[src/rtl/candy_pkg.sv]
// Shared types and default timing for the dispenser front end and servo stage.
// Default constants match the production 50 MHz board.
package candy_pkg;

  typedef enum logic [2:0] {
    IDLE,
    QUALIFY,
    REQ,
    LOCKOUT,
    WAIT_RELEASE
  } hds_state_t;

  localparam int unsigned HDS_CLK_HZ        = 50_000_000;
  localparam int unsigned HDS_TICK_HZ       = 1_000;
  localparam int unsigned HDS_INTEG_MAX     = 1000;
  localparam int unsigned HDS_ASSERT_THR    = 750;
  localparam int unsigned HDS_DEASSERT_THR  = 250;
  localparam int unsigned HDS_HOLD_TICKS    = 200;
  localparam int unsigned HDS_LOCKOUT_TICKS = 2000;

  // width for a counter spanning 0..n-1, never below one bit
  function automatic int unsigned cw(input int unsigned n);
    return (n > 1) ? $clog2(n) : 1;
  endfunction

endpackage

[src/rtl/tick_divider.sv]
// Free-running prescaler: one-cycle tick every DIV clocks.
// Count resets to 0; tick fires while count sits at DIV-1.
module tick_divider
  import candy_pkg::*;
#(
  parameter int unsigned DIV = 50_000
) (
  input  logic clk_50m,
  input  logic rst,
  output logic tick
);

  localparam int unsigned CW = cw(DIV);

  logic [CW-1:0] cnt;

  assign tick = (cnt == CW'(DIV - 1));

  // count 0..DIV-1 and wrap on tick
  always_ff @(posedge clk_50m) begin
    if (rst) begin
      cnt <= '0;
    end else if (tick) begin
      cnt <= '0;
    end else begin
      cnt <= cnt + CW'(1);
    end
  end

endmodule

[src/rtl/hand_detect_sequencer.sv]
// Hand detector: sync, integrate, hysteresis, hold qualify, req/ack, lockout.
// Optional accepted-dispense counter: define DISPENSE_COUNT_EN.
module hand_detect_sequencer
  import candy_pkg::*;
#(
  parameter int unsigned CLK_HZ        = HDS_CLK_HZ,
  parameter int unsigned TICK_HZ       = HDS_TICK_HZ,
  parameter int unsigned INTEG_MAX     = HDS_INTEG_MAX,
  parameter int unsigned ASSERT_THR    = HDS_ASSERT_THR,
  parameter int unsigned DEASSERT_THR  = HDS_DEASSERT_THR,
  parameter int unsigned HOLD_TICKS    = HDS_HOLD_TICKS,
  parameter int unsigned LOCKOUT_TICKS = HDS_LOCKOUT_TICKS
) (
  input  logic        clk_50m,
  input  logic        rst,
  input  logic        pr0,
  output logic        dispense_req,
  input  logic        dispense_ack,
  output logic        hand_present,
  output logic        busy
`ifdef DISPENSE_COUNT_EN
  ,
  output logic [15:0] dispense_count
`endif
);

  localparam int unsigned DIV = CLK_HZ / TICK_HZ;
  localparam int unsigned LW  = $clog2(INTEG_MAX + 1);
  localparam int unsigned HW  = cw(HOLD_TICKS);
  localparam int unsigned KW  = cw(LOCKOUT_TICKS);

  localparam logic [LW-1:0] LV_MAX = LW'(INTEG_MAX);
  localparam logic [LW-1:0] LV_SET = LW'(ASSERT_THR);
  localparam logic [LW-1:0] LV_CLR = LW'(DEASSERT_THR);
  localparam logic [HW-1:0] H_LAST = HW'(HOLD_TICKS - 1);
  localparam logic [KW-1:0] K_LAST = KW'(LOCKOUT_TICKS - 1);

  logic          pr0_m;
  logic          pr0_s;
  logic          tick;
  logic [LW-1:0] level;
  logic [LW-1:0] level_nxt;
  logic          hp_nxt;
  logic          hp_prev;
  logic          hp_rise;

  hds_state_t    state;
  hds_state_t    state_nxt;
  logic [HW-1:0] hold_ctr;
  logic [HW-1:0] hold_nxt;
  logic [KW-1:0] lock_ctr;
  logic [KW-1:0] lock_nxt;

  tick_divider #(
    .DIV (DIV)
  ) u_tick (
    .clk_50m (clk_50m),
    .rst     (rst),
    .tick    (tick)
  );

  // bring the photoresistor level into the clock domain
  always_ff @(posedge clk_50m) begin
    if (rst) begin
      pr0_m <= 1'b0;
      pr0_s <= 1'b0;
    end else begin
      pr0_m <= pr0;
      pr0_s <= pr0_m;
    end
  end

  // saturating up/down step of the integrator
  always_comb begin
    level_nxt = level;
    if (pr0_s) begin
      if (level != LV_MAX) level_nxt = level + LW'(1);
    end else begin
      if (level != '0) level_nxt = level - LW'(1);
    end
  end

  // hysteresis judged on the level this tick produces
  always_comb begin
    hp_nxt = hand_present;
    if (level_nxt > LV_SET) begin
      hp_nxt = 1'b1;
    end else if (level_nxt < LV_CLR) begin
      hp_nxt = 1'b0;
    end
  end

  // integrator and presence flag advance only on tick
  always_ff @(posedge clk_50m) begin
    if (rst) begin
      level        <= '0;
      hand_present <= 1'b0;
    end else if (tick) begin
      level        <= level_nxt;
      hand_present <= hp_nxt;
    end
  end

  assign hp_rise = hand_present & ~hp_prev;

  // sequencer next state and counters
  always_comb begin
    state_nxt = state;
    hold_nxt  = hold_ctr;
    lock_nxt  = lock_ctr;
    unique case (state)
      IDLE: begin
        if (hp_rise) begin
          state_nxt = QUALIFY;
          hold_nxt  = '0;
        end
      end
      QUALIFY: begin
        if (!hand_present) begin
          state_nxt = IDLE;
        end else if (tick) begin
          if (hold_ctr == H_LAST) begin
            state_nxt = REQ;
          end else begin
            hold_nxt = hold_ctr + HW'(1);
          end
        end
      end
      REQ: begin
        if (dispense_ack) begin
          state_nxt = LOCKOUT;
          lock_nxt  = '0;
        end
      end
      LOCKOUT: begin
        if (tick) begin
          if (lock_ctr == K_LAST) begin
            state_nxt = hand_present ? WAIT_RELEASE : IDLE;
          end else begin
            lock_nxt = lock_ctr + KW'(1);
          end
        end
      end
      WAIT_RELEASE: begin
        if (!hand_present) state_nxt = IDLE;
      end
      default: begin
        state_nxt = IDLE;
      end
    endcase
  end

  // state register; request follows the state it is entering
  always_ff @(posedge clk_50m) begin
    if (rst) begin
      state        <= IDLE;
      hold_ctr     <= '0;
      lock_ctr     <= '0;
      hp_prev      <= 1'b0;
      dispense_req <= 1'b0;
    end else begin
      state        <= state_nxt;
      hold_ctr     <= hold_nxt;
      lock_ctr     <= lock_nxt;
      hp_prev      <= hand_present;
      dispense_req <= (state_nxt == REQ);
    end
  end

  assign busy = (state != IDLE);

`ifdef DISPENSE_COUNT_EN
  logic acc;

  assign acc = (state == REQ) && dispense_ack;

  // accepted handshakes, wrapping at 16 bits
  always_ff @(posedge clk_50m) begin
    if (rst) begin
      dispense_count <= '0;
    end else if (acc) begin
      dispense_count <= dispense_count + 16'd1;
    end
  end
`endif

endmodule

[config.mk]
export PLATFORM = sky130hd
export DESIGN_NAME = hand_detect_sequencer
export DESIGN_NICKNAME = d
export VERILOG_FILES = /design/src/rtl/candy_pkg.sv /design/src/rtl/tick_divider.sv /design/src/rtl/hand_detect_sequencer.sv
export SDC_FILE = /design/constraint.sdc
export NUM_CORES = 1
export LEC_CHECK = 0
export ABC_AREA = 1
export BUFFER_PORTS_ARGS = -buffer_cell sky130_fd_sc_hd__clkbuf_2
export CAP_MARGIN = 15
export CORE_UTILIZATION = 36
export CTS_BUF_LIST = sky130_fd_sc_hd__clkbuf_8 sky130_fd_sc_hd__clkbuf_16
export CTS_CLUSTER_DIAMETER = 40
export CTS_CLUSTER_SIZE = 12
export DETAILED_ROUTE_END_ITERATION = 8
export PLACE_DENSITY = 0.49
export SLEW_MARGIN = 20
export SYNTH_ARGS = -nofsm -noshare
export SYNTH_HDL_FRONTEND = slang
export SYNTH_SLANG_ARGS = --single-unit
[constraint.sdc]
create_clock -name clk_50m -period 4.1 [get_ports clk_50m]
set_input_delay 0.205 -clock clk_50m [delete_from_list [all_inputs] [get_ports clk_50m]]
set_output_delay 0.205 -clock clk_50m [all_outputs]
set_load 0.02 [all_outputs]
Word level (Yosys, flattened, before mapping)
Cells that the tools add are included.
Widths: inputs -> output; s select.
{"block": "totals", "reg_bits": 53, "latchBits": 0, "ramBits": 0, "mem_bits_ro": 0, "output_inout_bits": 3, "n_memories": 0}
{"block": "classes", "addsub": 5, "mul": 0, "div": 0, "magnitude_cmp": 2, "n_eq_ne": 16, "shift": 0, "muxes": 24, "n_bitwise": 2, "n_reduce_logical": 10}
{"cell": "$mux 11", "count": 3}
{"cell": "$mux 8", "count": 4}
{"cell": "$mux 10", "count": 3}
{"cell": "$mux 3", "count": 9}
{"cell": "$pmux 11 s2", "count": 1}
{"cell": "$add 16x1->16 const B", "count": 1}
{"cell": "$eq 16x16->1 const B", "count": 1}
{"cell": "$pmux 8 s2", "count": 1}
{"cell": "$pmux 3 s5", "count": 1}
{"cell": "$ne 2x2->1 const B", "count": 7}
{"cell": "$add 11x1->11 const B", "count": 1}
{"cell": "$eq 11x11->1 const B", "count": 1}
{"cell": "$add 10x1->10 const B", "count": 1}
{"cell": "$gt 10x10->1 const B", "count": 1}
{"cell": "$lt 10x8->1 const B", "count": 1}
{"cell": "$ne 10x10->1 const B", "count": 1}
{"cell": "$reduce_bool 10->1", "count": 1}
{"cell": "$sub 10x1->10 const B", "count": 1}
{"cell": "$eq 3x2->1 const B", "count": 3}
{"cell": "$add 8x1->8 const B", "count": 1}
{"cell": "$eq 8x8->1 const B", "count": 1}
{"cell": "$reduce_bool 2->1", "count": 3}
{"cell": "$reduce_and 5->1", "count": 1}
{"cell": "$reduce_and 4->1", "count": 1}
{"cell": "9 further kinds", "count": 10}

Depth between registers and ports, before layout
Gate-level depths: netlist (run 1).
{"block": "logic_depth", "depth_word": 6, "ltp_mapped": 15, "ltp_nobuf": 15}

By module
Synthesis (run 1) repeated with hierarchy kept, for this count alone.
{"block": "unflattened", "hier_cells": 518, "area_unflattened_um2": 3306.9}
{"mod": "hand_detect_sequencer", "n_inst": 1, "cells_each": 388, "area_per_inst_um2": 2447.3, "seq_area_each_um2": 740.7}
{"mod": "tick_divider", "n_inst": 1, "cells_each": 130, "area_per_inst_um2": 859.6, "seq_area_each_um2": 320.3}

Least setup slack after synthesis (run 1)
Ideal clock, no wire load.
{"block": "synth_path", "path_type": "reg2reg", "from": "reg level[0]", "to": "reg hand_present", "t_arrival_ns": 1.615, "setup_slack_ns": 2.427, "stages_incl_launch_ff": 14, "period_less_slack_ns": 1.673, "cell_sequence": "dfxtp_1 inv_1 ha_1 nand2_1 nor2_1 nand3_2 nand3_1 a21oi_1 nand2_1 nor2_1 nand2_1 nand2_1 nand2_1 nand2_1"}
{"block": "synth_between", "elab_chain_len": 6, "elab_cells_between_ends": 12, "cone_classes": "2 x add/sub; 2 x order compare; 1 x eq/ne; 4 x mux; 3 x reduce/logical"}
{"element": "from (decl)", "line_no": "hand_detect_sequencer.sv:41", "text": "logic [LW-1:0] level;"}
{"element": "from (signal assigned)", "line_no": "hand_detect_sequencer.sv:99", "text": "level <= level_nxt;"}
{"element": "$sub 10x1->10, or another cell as far along", "line_no": "hand_detect_sequencer.sv:79", "text": "if (level != '0) level_nxt = level - LW'(1);"}
{"element": "$mux 10 (on tied branches)", "line_no": "hand_detect_sequencer.sv:79, hand_detect_sequencer.sv:77"}
{"element": "$mux 10 (*)", "line_no": "hand_detect_sequencer.sv:76", "text": "if (pr0_s) begin"}
{"element": "$gt 10x10->1 / $lt 10x8->1 (equally long branches)", "line_no": "hand_detect_sequencer.sv:86, hand_detect_sequencer.sv:88"}
{"element": "$reduce_bool 2->1 (no line)"}
{"element": "$reduce_and 2->1 (no line)"}
{"element": "to (signal assigned)", "line_no": "hand_detect_sequencer.sv:100", "text": "hand_present <= hp_nxt;"}
{"element": "to (decl)", "line_no": "hand_detect_sequencer.sv:19", "text": "output logic hand_present,"}
Mark *: on every way between the ends. The rest lies on a longest branch, timed or not.
A chain may end at the register's enable or synchronous reset.

Final worst setup path (run 1)
{"block": "layout_path", "from": "reg lock_ctr[0]", "to": "reg lock_ctr[0]"}
{"block": "layout_between", "elab_chain_len": 4, "elab_cells_between_ends": 7, "cone_classes": "1 x add/sub; 2 x eq/ne; 3 x mux; 1 x reduce/logical"}
{"element": "from (decl)", "line_no": "hand_detect_sequencer.sv:51", "text": "logic [KW-1:0] lock_ctr;"}
{"element": "from (signal assigned)", "line_no": "hand_detect_sequencer.sv:164", "text": "lock_ctr <= lock_nxt;"}
{"element": "$add 11x1->11", "line_no": "hand_detect_sequencer.sv:140", "text": "lock_nxt = lock_ctr + KW'(1);"}
{"element": "$mux 11", "line_no": "hand_detect_sequencer.sv:137", "text": "if (lock_ctr == K_LAST) begin"}
{"element": "$mux 11", "line_no": "hand_detect_sequencer.sv:136", "text": "if (tick) begin"}
{"element": "$pmux 11 s2", "line_no": "hand_detect_sequencer.sv:111", "text": "unique case (state)"}
Parallel ways exist; a longest one is shown, timed or not. The select of a mux whose other input is x is not followed.

==> flow_summary_export.csv, run 1 <==
group,metric,value,unit
outcome,status,"completed",
cts,ctsHoldBuffers,0,
floorplan,std_cell_rows,33,
placed_design,place_congestion,0.904,
synth,postSynthCellCount,474,
layout,drive_above_1_share,0.0814,
cts,post_cts_resized,0,
synth,synth_fp_nets,483,
worst_setup_path,path_common_cell,"nand2_1",
floorplan,die_x,95.4,um
floorplan,coreArea,0.00834,mm2
placed_design,place.detailed.hpwl,5200,um
worst_setup_path,worstPathRequired,4310,ps
worst_setup_path,path_buf_inv,1,
synth,yosysUniqueCellTypes,41,
timing,holdWs,67.0,ps
worst_setup_path,startpoint_type,"flip-flop",
power,switching_share,0.238,
layout,instances_no_fill,584,
timing,fin_ws,2020,ps
synth,synth_flop_cell,"dfxtp_1",
grt,grt_pass1_vias,2728,
run,max-cap-violations,0,
floorplan,die_area,0.00909,mm2
grt,antenna_found_initial,0,
synth,ys_warn_count,0,
placed_design,dp_cells,576,
floorplan,die_h,95.4,um
synth,synth_area_leaders,"dfxtp_1 34%, nand2_1 14%, nor2_1 7.1%",
synth,synth_largest_area_cell,"dfxtp_1",
layout,n_antenna_cell,0,
timing,finalMaxSlewViolations,0,
synth,yosysTopAreaCellShare,0.338,
cts,numClockSinks,53,
power,combPwrFrac,0.028,
cts,root_buffer,"clkbuf_8",
power,peakVddDrop,0.151,mV
routing,ant_nets,0,
synth,syn_avg_cell_area,6.62,um2
routing,drt_iter0_markers,134,
timing,max_slew_margin,0.501,
worst_setup_path,crit_type,"flip-flop to flip-flop",
timing,finalSetupTns,0,ps
worst_hold_path,hold_class,"primary input to flip-flop",
placed_design,dp_slack,2020,ps
cts,cts_inserted_buffers,5,
timing,clock_skew,8.38,ps
placed_design,port_buffers,6,
cts,cts_tree,"built",
routing,vias,2873,
timing,setup_viol,0,
synth,synth_edf_count,0,
routing,drt_first_pass_iters,6,
grt,grtUsageTotal,0.177,
timing,final-hold-violation-count,0,
power,power_frac_seq,0.600,
floorplan,num_io_pins,7,
timing,worstMarginPinSlew,744,ps
layout,area_delta_synth_final,6.58,%
power,netSwitchingPower,0.206,mW
worst_setup_path,critical_path.top_delay_family,"simple AND/OR/NAND/NOR gates",
synth,synth-seq-cells,53,
routing,drc,0,
worst_setup_path,worstSetupEndpointType,"flip-flop",
routing,viasPerCell,4.92,
timing,rsz0062_at_grt,"no",
power,cellLeakagePower,1.28,nW
grt,grt_pass1_wl,12500,um
routing,wl_per_cell,12.2,um
routing,routed_wl,7120,um
worst_setup_path,path_cells,"ha_1 > nand2_1 > nor2_2 > nand4_1 > o31ai_2 > nand2_1 > nand2_2 > inv_2 > o21ai_0 > nor2_1",
cts,cts_buffer_depth,2,
grt,grt_max_degree,23,
synth,yosysSeqAreaShare,0.338,
worst_setup_path,crit_fanout,15,
power,p_int,0.662,mW
synth,netlist_area,0.00314,mm2
grt,gr-total-overflow,0,
cts,htreeDepth,2,
timing,timing.final.crit_share,0.506,
synth,async_flop_share,0,
worst_setup_path,cp_slowest_cell,"dfxtp_1",
floorplan,initial_core_util,0.376,
power,p_clk_frac,0.372,
power,power_per_cell_area,260,mW/mm2
timing,fmax,482,MHz
cts,clk_latency,320,ps
cts,postCtsSetupBuffers,0,
layout,nNetsFinal,487,
timing,min_period,2080,ps
worst_setup_path,crit_arrival,2290,ps
layout,fillCellCount,905,
cts,clkTransAtPathRegs,100,ps
worst_setup_path,cp_slowest_stage_delay,400,ps
-- power by group through the flow --
stage          sequential, mW  combinational (mW)  clock [mW]
3_5_place_dp            0.533              0.0245           0
2_1_floorplan           0.531              0.0192           0
3_3_place_gp            0.533              0.0247           0
6_report                0.521              0.0244       0.323
5_1_grt                 0.522              0.0278       0.359
4_1_cts                 0.521              0.0246       0.340
-- path summary, 6_finish.rpt --
| kind | startpoint | end | slack (ps) | cells after the start |
|---|---|---|---|---|
| setup / recovery | lock_ctr[0] | lock_ctr[0] | 2020 | 10 |
| hold / removal | pr0 | pr0_m | 70 | 3 |
| setup reg to reg | lock_ctr[0] | lock_ctr[0] | 2020 | 10 |
| hold reg to reg | pr0_m | pr0_s | 430 | 2 |
-- cells by family after synthesis --
family / Yosys count / synth area share
simple gates: 259 / 0.379
compound gates: 62 / 0.109
fa+ha+maj: 5 / 0.0199
xor+xnor: 19 / 0.0530
flops: 53 / 0.338
buf+inv: 76 / 0.101
-- through the flow --
step	power, mW	instance area (um2)	utilization
after global placement	0.557	3250	0.389
after detailed placement	0.557	3250	0.389
final	0.868	3340	0.401
after global routing	0.909	3340	0.401
after floorplan	0.550	3140	-
after CTS	0.886	3340	0.401
-- registers in the layout, summed over array words and instances, names as in the netlist --
register / cells
u_tick.cnt: 16
lock_ctr: 11
level: 10
hold_ctr: 8
state: 3
dispense_req: 1
hand_present: 1
hp_prev: 1
pr0_m: 1
pr0_s: 1
-- placed cells by master, fill, tap and decap left out, drive strengths merged, types with 7 or more instances in the layout --
cell and n:
nand2 115, inv 65, nor2 64, dfxtp 53, nand3 36, a21oi 28, o21ai 21, nor3 18
xor2 12, clkbuf 12, nand4 11, xnor2 7
-- layout make-up --
type                    instances  area, um2  area share
well taps                     105        131      0.0393
clock inverters                 2       13.8     0.00412
flip-flops and latches         53       1060       0.317
clock buffers                   6       82.6      0.0247
inverters                      67        267      0.0797
repair buffers                  6       30.0     0.00898
multi-input cells             345       1760       0.526
-- worst register-to-register path, delay by kind of cell (launching register included) --
family / cells / cell delay (ps)
DFF: 1 / 400
buffers and inverters: 1 / 140
and+or+nand+nor: 6 / 770
AOI/OAI and AO/OA: 2 / 410
adders and majority gates: 1 / 240
-- routing by layer --
metal,share of wire,track usage,vias up
li1,-,-,1542
met1,0.50,0.244,1274
met3,0.034,0.0271,7
met2,0.45,0.282,50
met4,0.013,0.0530,0
met5,0,0,-
-- Yosys cell counts, types with 2 or more instances --
library cell and count:
nor3_1 15, nor4_1 4, nor2_2 4, nand3_1 32, inv_2 7, a211oi_1 2, nand3b_1 6, nor3_2 3
ha_1 5, o21ai_0 19, nand3_2 3, a21oi_1 28, inv_1 58, nand2_1 113, nor2_1 59, o22ai_1 5
o211ai_1 2, xor2_1 12, dfxtp_1 53, o21ai_1 2, buf_2 5, nand4_1 11, xnor2_1 7, nor3b_1 2
Note: power is estimated with default switching activity, not from simulation.
==> run 2, diff against run 1 <==
clock period = 2.04 ns   (was 4.1 ns; I/O delays follow)
==> run 2 against run 1 <==
Effect of this change:
- count of clock-buffer cells in the layout fell by 1
- non-clock buffer count rose by 18
- clock power rose by 120%
- register-to-register slack got worse by 1800 ps
- global-route usage fell by 0.35 points
- total power rose by 110%
- via count rose by 3.4%
- maximum frequency rose by 15%
- routed wire length rose by 1.2%
- cell count rose by 3.1%
- core utilization rose by 2.0 points
- clock skew rose by 1.6 ps
- largest cell class unchanged
- highest routed layer unchanged
==> flow_summary_export.csv, run 2 (synthesis results as in run 1) <==
group,metric,value,unit
routing,routed_wl,7210,um
routing,drc,0,
routing,viasPerCell,4.94,
worst_setup_path,worstPathRequired,2300,ps
floorplan,die_x,95.4,um
cts,numClockSinks,53,
worst_setup_path,crit_type,"flip-flop to flip-flop",
floorplan,die_h,95.4,um
layout,n_antenna_cell,0,
grt,grtUsageTotal,0.173,
floorplan,std_cell_rows,33,
timing,finalMaxSlewViolations,0,
worst_setup_path,r2r-end,"hand_present",
timing,min_period,1810,ps
power,cellLeakagePower,1.38,nW
worst_setup_path,cp_slowest_stage_delay,370,ps
worst_setup_path,critical_path.startpoint,"level[1]",
timing,clock_skew,9.97,ps
layout,top_regs,"u_tick.cnt (16), lock_ctr (11), level (10)",
grt,gr-total-overflow,0,
layout,fillCellCount,898,
routing,ant_nets,0,
power,power_per_cell_area,517,mW/mm2
worst_setup_path,regToRegSetupSlack,230,ps
layout,largest_reg_flops,16,
floorplan,num_io_pins,7,
timing,fmax,553,MHz
worst_setup_path,crit_end,"hand_present",
layout,area_delta_synth_final,11.9,%
layout,nNetsFinal,505,
timing,finalSetupTns,0,ps
cts,cts_tree,"built",
worst_setup_path,crit_fanout,7,
layout,drive_above_1_share,0.117,
worst_setup_path,cp_slowest_cell,"dfxtp_1",
worst_setup_path,rr_startpoint,"level[1]",
floorplan,die_area,0.00909,mm2
run,max-cap-violations,0,
timing,worstMarginPinSlew,515,ps
floorplan,initial_core_util,0.376,
worst_setup_path,path_cells,"inv_1 > ha_1 > nand2_1 > nor2_1 > nand3_2 > nand2_1 > a21oi_1 > inv_1 > a21oi_1 > nand2_1 > nand2_1 > nand2_1 > nand2_1",
worst_setup_path,path_common_cell,"nand2_1",
layout,final_common_cell,"nand2_1",
cts,clkTransAtPathRegs,100,ps
cts,root_buffer,"clkbuf_8",
routing,drt_first_pass_iters,4,
grt,grt_pass1_wl,12400,um
grt,grt_pass1_vias,2741,
cts,clk_latency,310,ps
grt,grt_max_degree,23,
worst_setup_path,r2r_cells,13,
worst_hold_path,hold_class,"primary input to flip-flop",
routing,vias,2971,
grt,antenna_found_initial,0,
outcome,status,"completed",
placed_design,port_buffers,6,
cts,cts_inserted_buffers,5,
layout,post-route-util,0.421,
floorplan,coreArea,0.00834,mm2
timing,timing.final.crit_share,0.886,
timing,setup_viol,0,
worst_setup_path,startpoint_type,"flip-flop",
timing,rsz0062_at_grt,"no",
timing,final-hold-violation-count,0,
layout,top_register,"u_tick.cnt",
timing,max_slew_margin,0.654,
power,peakVddDrop,0.295,mV
routing,drt_iter0_markers,127,
placed_design,place_congestion,0.863,
worst_setup_path,worstSetupEndpointType,"flip-flop",
worst_setup_path,crit_arrival,2070,ps
placed_design,place.detailed.hpwl,5430,um
layout,mostFrequentLayoutCells,"112 x nand2_1, 59 x inv_1, 58 x nor2_1, 52 x dfxtp_1, 32 x nand3_1",
routing,wl_per_cell,12.0,um
cts,cts_buffer_depth,2,
cts,htreeDepth,2,
[run 2: timing repair]
item,4_1_cts,5_1_grt
endpoints found under the setup margin,0,32
gates resized for setup,0,7
buffers inserted,0,2
hold endpoints to repair,1,0
hold buffers,1,0
[run 2: how the worst min path moves through the flow]
stage                       from          end  slack [ps]  cells past startpoint
floorplan                    pr0        pr0_m         210                      2
global route        dispense_ack  lock_ctr[4]         170                      4
global placement             pr0        pr0_m         300                      3
finish              dispense_ack  lock_ctr[2]         120                      4
CTS                 dispense_ack  lock_ctr[2]         110                      4
detailed placement           pr0        pr0_m         310                      3
[run 2: layout make-up]
type | count | area [um2] | area share
flip-flops and latches | 53 | 1060 | 0.303
clock buffers | 5 | 68.8 | 0.0196
repair buffers | 24 | 168 | 0.0478
well taps | 105 | 131 | 0.0374
clock inverters | 3 | 42.5 | 0.0121
inverters | 67 | 269 | 0.0766
multi-input cells | 345 | 1770 | 0.504
[run 2: stage by stage]
step	power [mW]	std cells	hold slack (ps)	area, um2	setup WS (ps)
floorplan	1.11	474	209	3140	367
global route	1.89	602	170	3510	0.463
CTS	1.85	600	109	3480	59.9
finish	1.82	602	119	3510	233
global placement	1.12	591	304	3360	108
detailed placement	1.12	591	307	3360	76.8
[run 2: where the power goes]
group          leakage (nW)  internal [mW]  switching (mW)  total, mW
clock network        0.0595          0.364           0.352      0.716
registers             0.428           1.04         0.00362       1.04
logic                 0.894         0.0171          0.0387     0.0558
total                  1.38           1.42           0.394       1.82
[run 2: critical path, delay by kind of cell (launching register included)]
family | cells | cell delay, ps
fa+ha+maj | 1 | 200
flops | 1 | 370
buf+inv | 2 | 160
compound gates | 2 | 410
simple gates | 8 | 620
[run 2: routing by layer]
metal  up-vias  global-route usage  routed length [um]
li1       1573                   -                   -
met1      1350               0.239                3750
met2        44               0.280                3200
met3         4              0.0247                 215
met4         0              0.0467                  46
met5         -                   0                   0
==> run 3, diff against run 2 <==
BUFFER_PORTS_ARGS = not set   (was -buffer_cell sky130_fd_sc_hd__clkbuf_2)
CTS_BUF_LIST = sky130_fd_sc_hd__clkbuf_8   (was sky130_fd_sc_hd__clkbuf_8 sky130_fd_sc_hd__clkbuf_16)
DONT_BUFFER_PORTS = 1   (was not set)
PLACE_DENSITY = 0.48   (was 0.49)
SYNTH_HIERARCHICAL = 1   (was not set)
==> run 3 against run 2 <==
Effect of this change:
- setup slack worse by 7.7 ps
- count of clock-buffer cells in the layout stayed put
- sequential power hardly changed
- worst hold slack worse by 72 ps
- critical path type unchanged
- critical endpoint unchanged
- largest cell class unchanged
- highest routed layer unchanged
==> flow_summary_export.csv, run 3 <==
group,metric,value,unit
routing,drc,0,
layout,nNetsFinal,544,
grt,antenna_found_initial,0,
placed_design,placed_cell_area,0.00349,mm2
synth,yosys-top-cells-count,"142 x nand2_1, 68 x nor2_1, 64 x inv_1, 53 x dfxtp_1, 33 x nand3_1",
synth,synth_flop_cell,"dfxtp_1",
worst_setup_path,worstPathRequired,2310,ps
floorplan,coreArea,0.00881,mm2
timing,rsz0062_at_grt,"no",
synth,yosysUniqueCellTypes,37,
floorplan,die_area,0.00957,mm2
power,peakVddDrop,0.333,mV
cts,root_buffer,"clkbuf_8",
layout,multi_input_area,0.00191,mm2
worst_setup_path,crit_fanout,9,
cts,clk_latency,320,ps
synth,yosysTopAreaCellShare,0.321,
floorplan,initial_core_util,0.376,
timing,min_period,1810,ps
synth,yosysMostFrequentCell,"nand2_1",
synth,synth_edf_count,0,
layout,n_antenna_cell,0,
cts,numClockSinks,53,
worst_setup_path,cp_slowest_cell,"dfxtp_1",
layout,fillCellCount,952,
timing,finalMaxSlewViolations,0,
synth,synth-seq-cells,53,
cts,cts_buffer_depth,2,
cts,cts_tree,"built",
run,max-cap-violations,0,
floorplan,die_x,97.8,um
cts,htreeDepth,2,
cts,clkTransAtPathRegs,110,ps
timing,timing.final.crit_share,0.890,
grt,grt_max_degree,17,
worst_setup_path,path_common_cell,"nand2_1",
layout,regArea,0.00106,mm2
floorplan,std_cell_rows,34,
synth,synth_largest_area_cell,"dfxtp_1",
power,finalPower,1.82,mW
timing,clock_skew,16.5,ps
floorplan,die_h,97.8,um
placed_design,place_congestion,0.816,
worst_setup_path,worstSetupEndpointType,"flip-flop",
placed_design,place.detailed.hpwl,5780,um
worst_setup_path,crit_type,"flip-flop to flip-flop",
routing,routed_wl,7750,um
synth,yosysSeqAreaShare,0.321,
routing,drt_first_pass_iters,4,
worst_setup_path,crit_arrival,2080,ps
timing,finalSetupTns,0,ps
synth,syn_avg_cell_area,6.38,um2
grt,gr-total-overflow,0,
synth,netlist_area,0.00331,mm2
synth,ys_warn_count,6,
grt,grt_pass1_wl,13500,um
layout,final_common_cell,"nand2_1",
placed_design,dp_cells,634,
placed_design,port_buffers,0,
routing,ant_nets,0,
worst_setup_path,startpoint_type,"flip-flop",
layout,largest_reg_flops,16,
layout,area_delta_synth_final,10.1,%
worst_hold_path,hold_class,"primary input to flip-flop",
layout,mostFrequentLayoutCells,"142 x nand2_1, 66 x nor2_1, 63 x inv_1, 51 x dfxtp_1, 33 x nand3_1",
floorplan,num_io_pins,7,
timing,fmax,551,MHz
worst_setup_path,path_cells,"clkinv_1 > ha_1 > nand2_1 > nor2_2 > nand3_2 > nand3_1 > nand2_1 > nand2_2 > inv_1 > nand2_1 > nor2_1 > nand2_1 > nand2_1 > nand2_1 > nand2_1",
cts,cts_inserted_buffers,5,
outcome,status,"completed",
timing,max_slew_margin,0.564,
routing,wl_per_cell,12.1,um
timing,setup_viol,0,
worst_setup_path,cp_slowest_stage_delay,350,ps
cts,postCtsSetupBuffers,0,
synth,synth_fp_nets,527,
timing,final-hold-violation-count,0,
synth,postSynthCellCount,518,
routing,vias,3113,
routing,drt_iter0_markers,104,
layout,drive_above_1_share,0.129,
power,cellLeakagePower,1.50,nW
routing,viasPerCell,4.84,
timing,worstMarginPinSlew,652,ps
layout,top_regs,"u_tick/cnt (16), lock_ctr (11), level (10)",
grt,grt_pass1_vias,2935,
layout,stdcell_area,0.00364,mm2
synth,async_flop_share,0,
layout,instances_no_fill,643,
power,power_per_cell_area,499,mW/mm2
layout,top_register,"u_tick/cnt",
synth,synth_area_leaders,"dfxtp_1 32%, nand2_1 16%, nor2_1 7.7%",
grt,grtUsageTotal,0.173,
## run 3: critical path, delay by kind of cell, from the launching register on
family	cells	cell delay, ps
buffers and inverters	2	140
flip-flops	1	350
AND/OR/NAND/NOR	12	1040
adder cells (fa/ha/maj)	1	220
## run 3: routing by layer
metal	wire length, um	vias up	share of wire	GRT usage
li1	-	1668	-	-
met1	3770	1372	0.49	0.219
met2	3490	56	0.45	0.289
met3	286	17	0.037	0.0308
met4	203	0	0.026	0.0688
met5	0	-	0	0
## run 3: final timing paths
| check | startpoint | to | slack [ps] | cells past startpoint |
|---|---|---|---|---|
| hold reg to reg | pr0_m | pr0_s | 410 | 2 |
| setup reg to reg | level[0] | hand_present | 230 | 15 |
| setup / recovery | level[0] | hand_present | 230 | 15 |
| hold / removal | rst | level[6] | 50 | 3 |
## run 3: where the power goes
part	internal (mW)	total, mW	switching, mW	leakage, nW
Combinational	0.0156	0.0508	0.0352	1.01
Clock	0.358	0.720	0.362	0.0540
Sequential	1.04	1.05	0.00620	0.429
## run 3: per-stage QoR
step	utilization	setup slack [ps]	hold slack [ps]
3_3_place_gp	0.397	112	175
5_1_grt	0.413	1.54	44.7
6_report	0.413	225	47.1
3_5_place_dp	0.397	53.9	177
4_1_cts	0.411	31.1	32.3
2_1_floorplan	-	60.9	209
## run 3: kinds of logic after synthesis
logic type,after synthesis,synth area share
simple gates,309,0.425
flops,53,0.321
compound gates,54,0.0882
buf+inv,82,0.107
fa+ha+maj,5,0.0189
xor+xnor,15,0.0397
## run 3: area by class of cell
cell class                 count  area share
clock buffer                   5      0.0189
tap                          108      0.0371
clock inverter                 2     0.00962
sequential                    53       0.292
inverter                      73      0.0766
timing repair buffer          19      0.0405
multi-input combinational    383       0.525
## run 3: timing repair
| item | 4_1_cts | 5_1_grt |
|---|---|---|
| resized for setup | 0 | 10 |
| setup endpoints to repair | 0 | 18 |
| hold buffers | 2 | 0 |
| endpoints found under the hold margin | 17 | 0 |
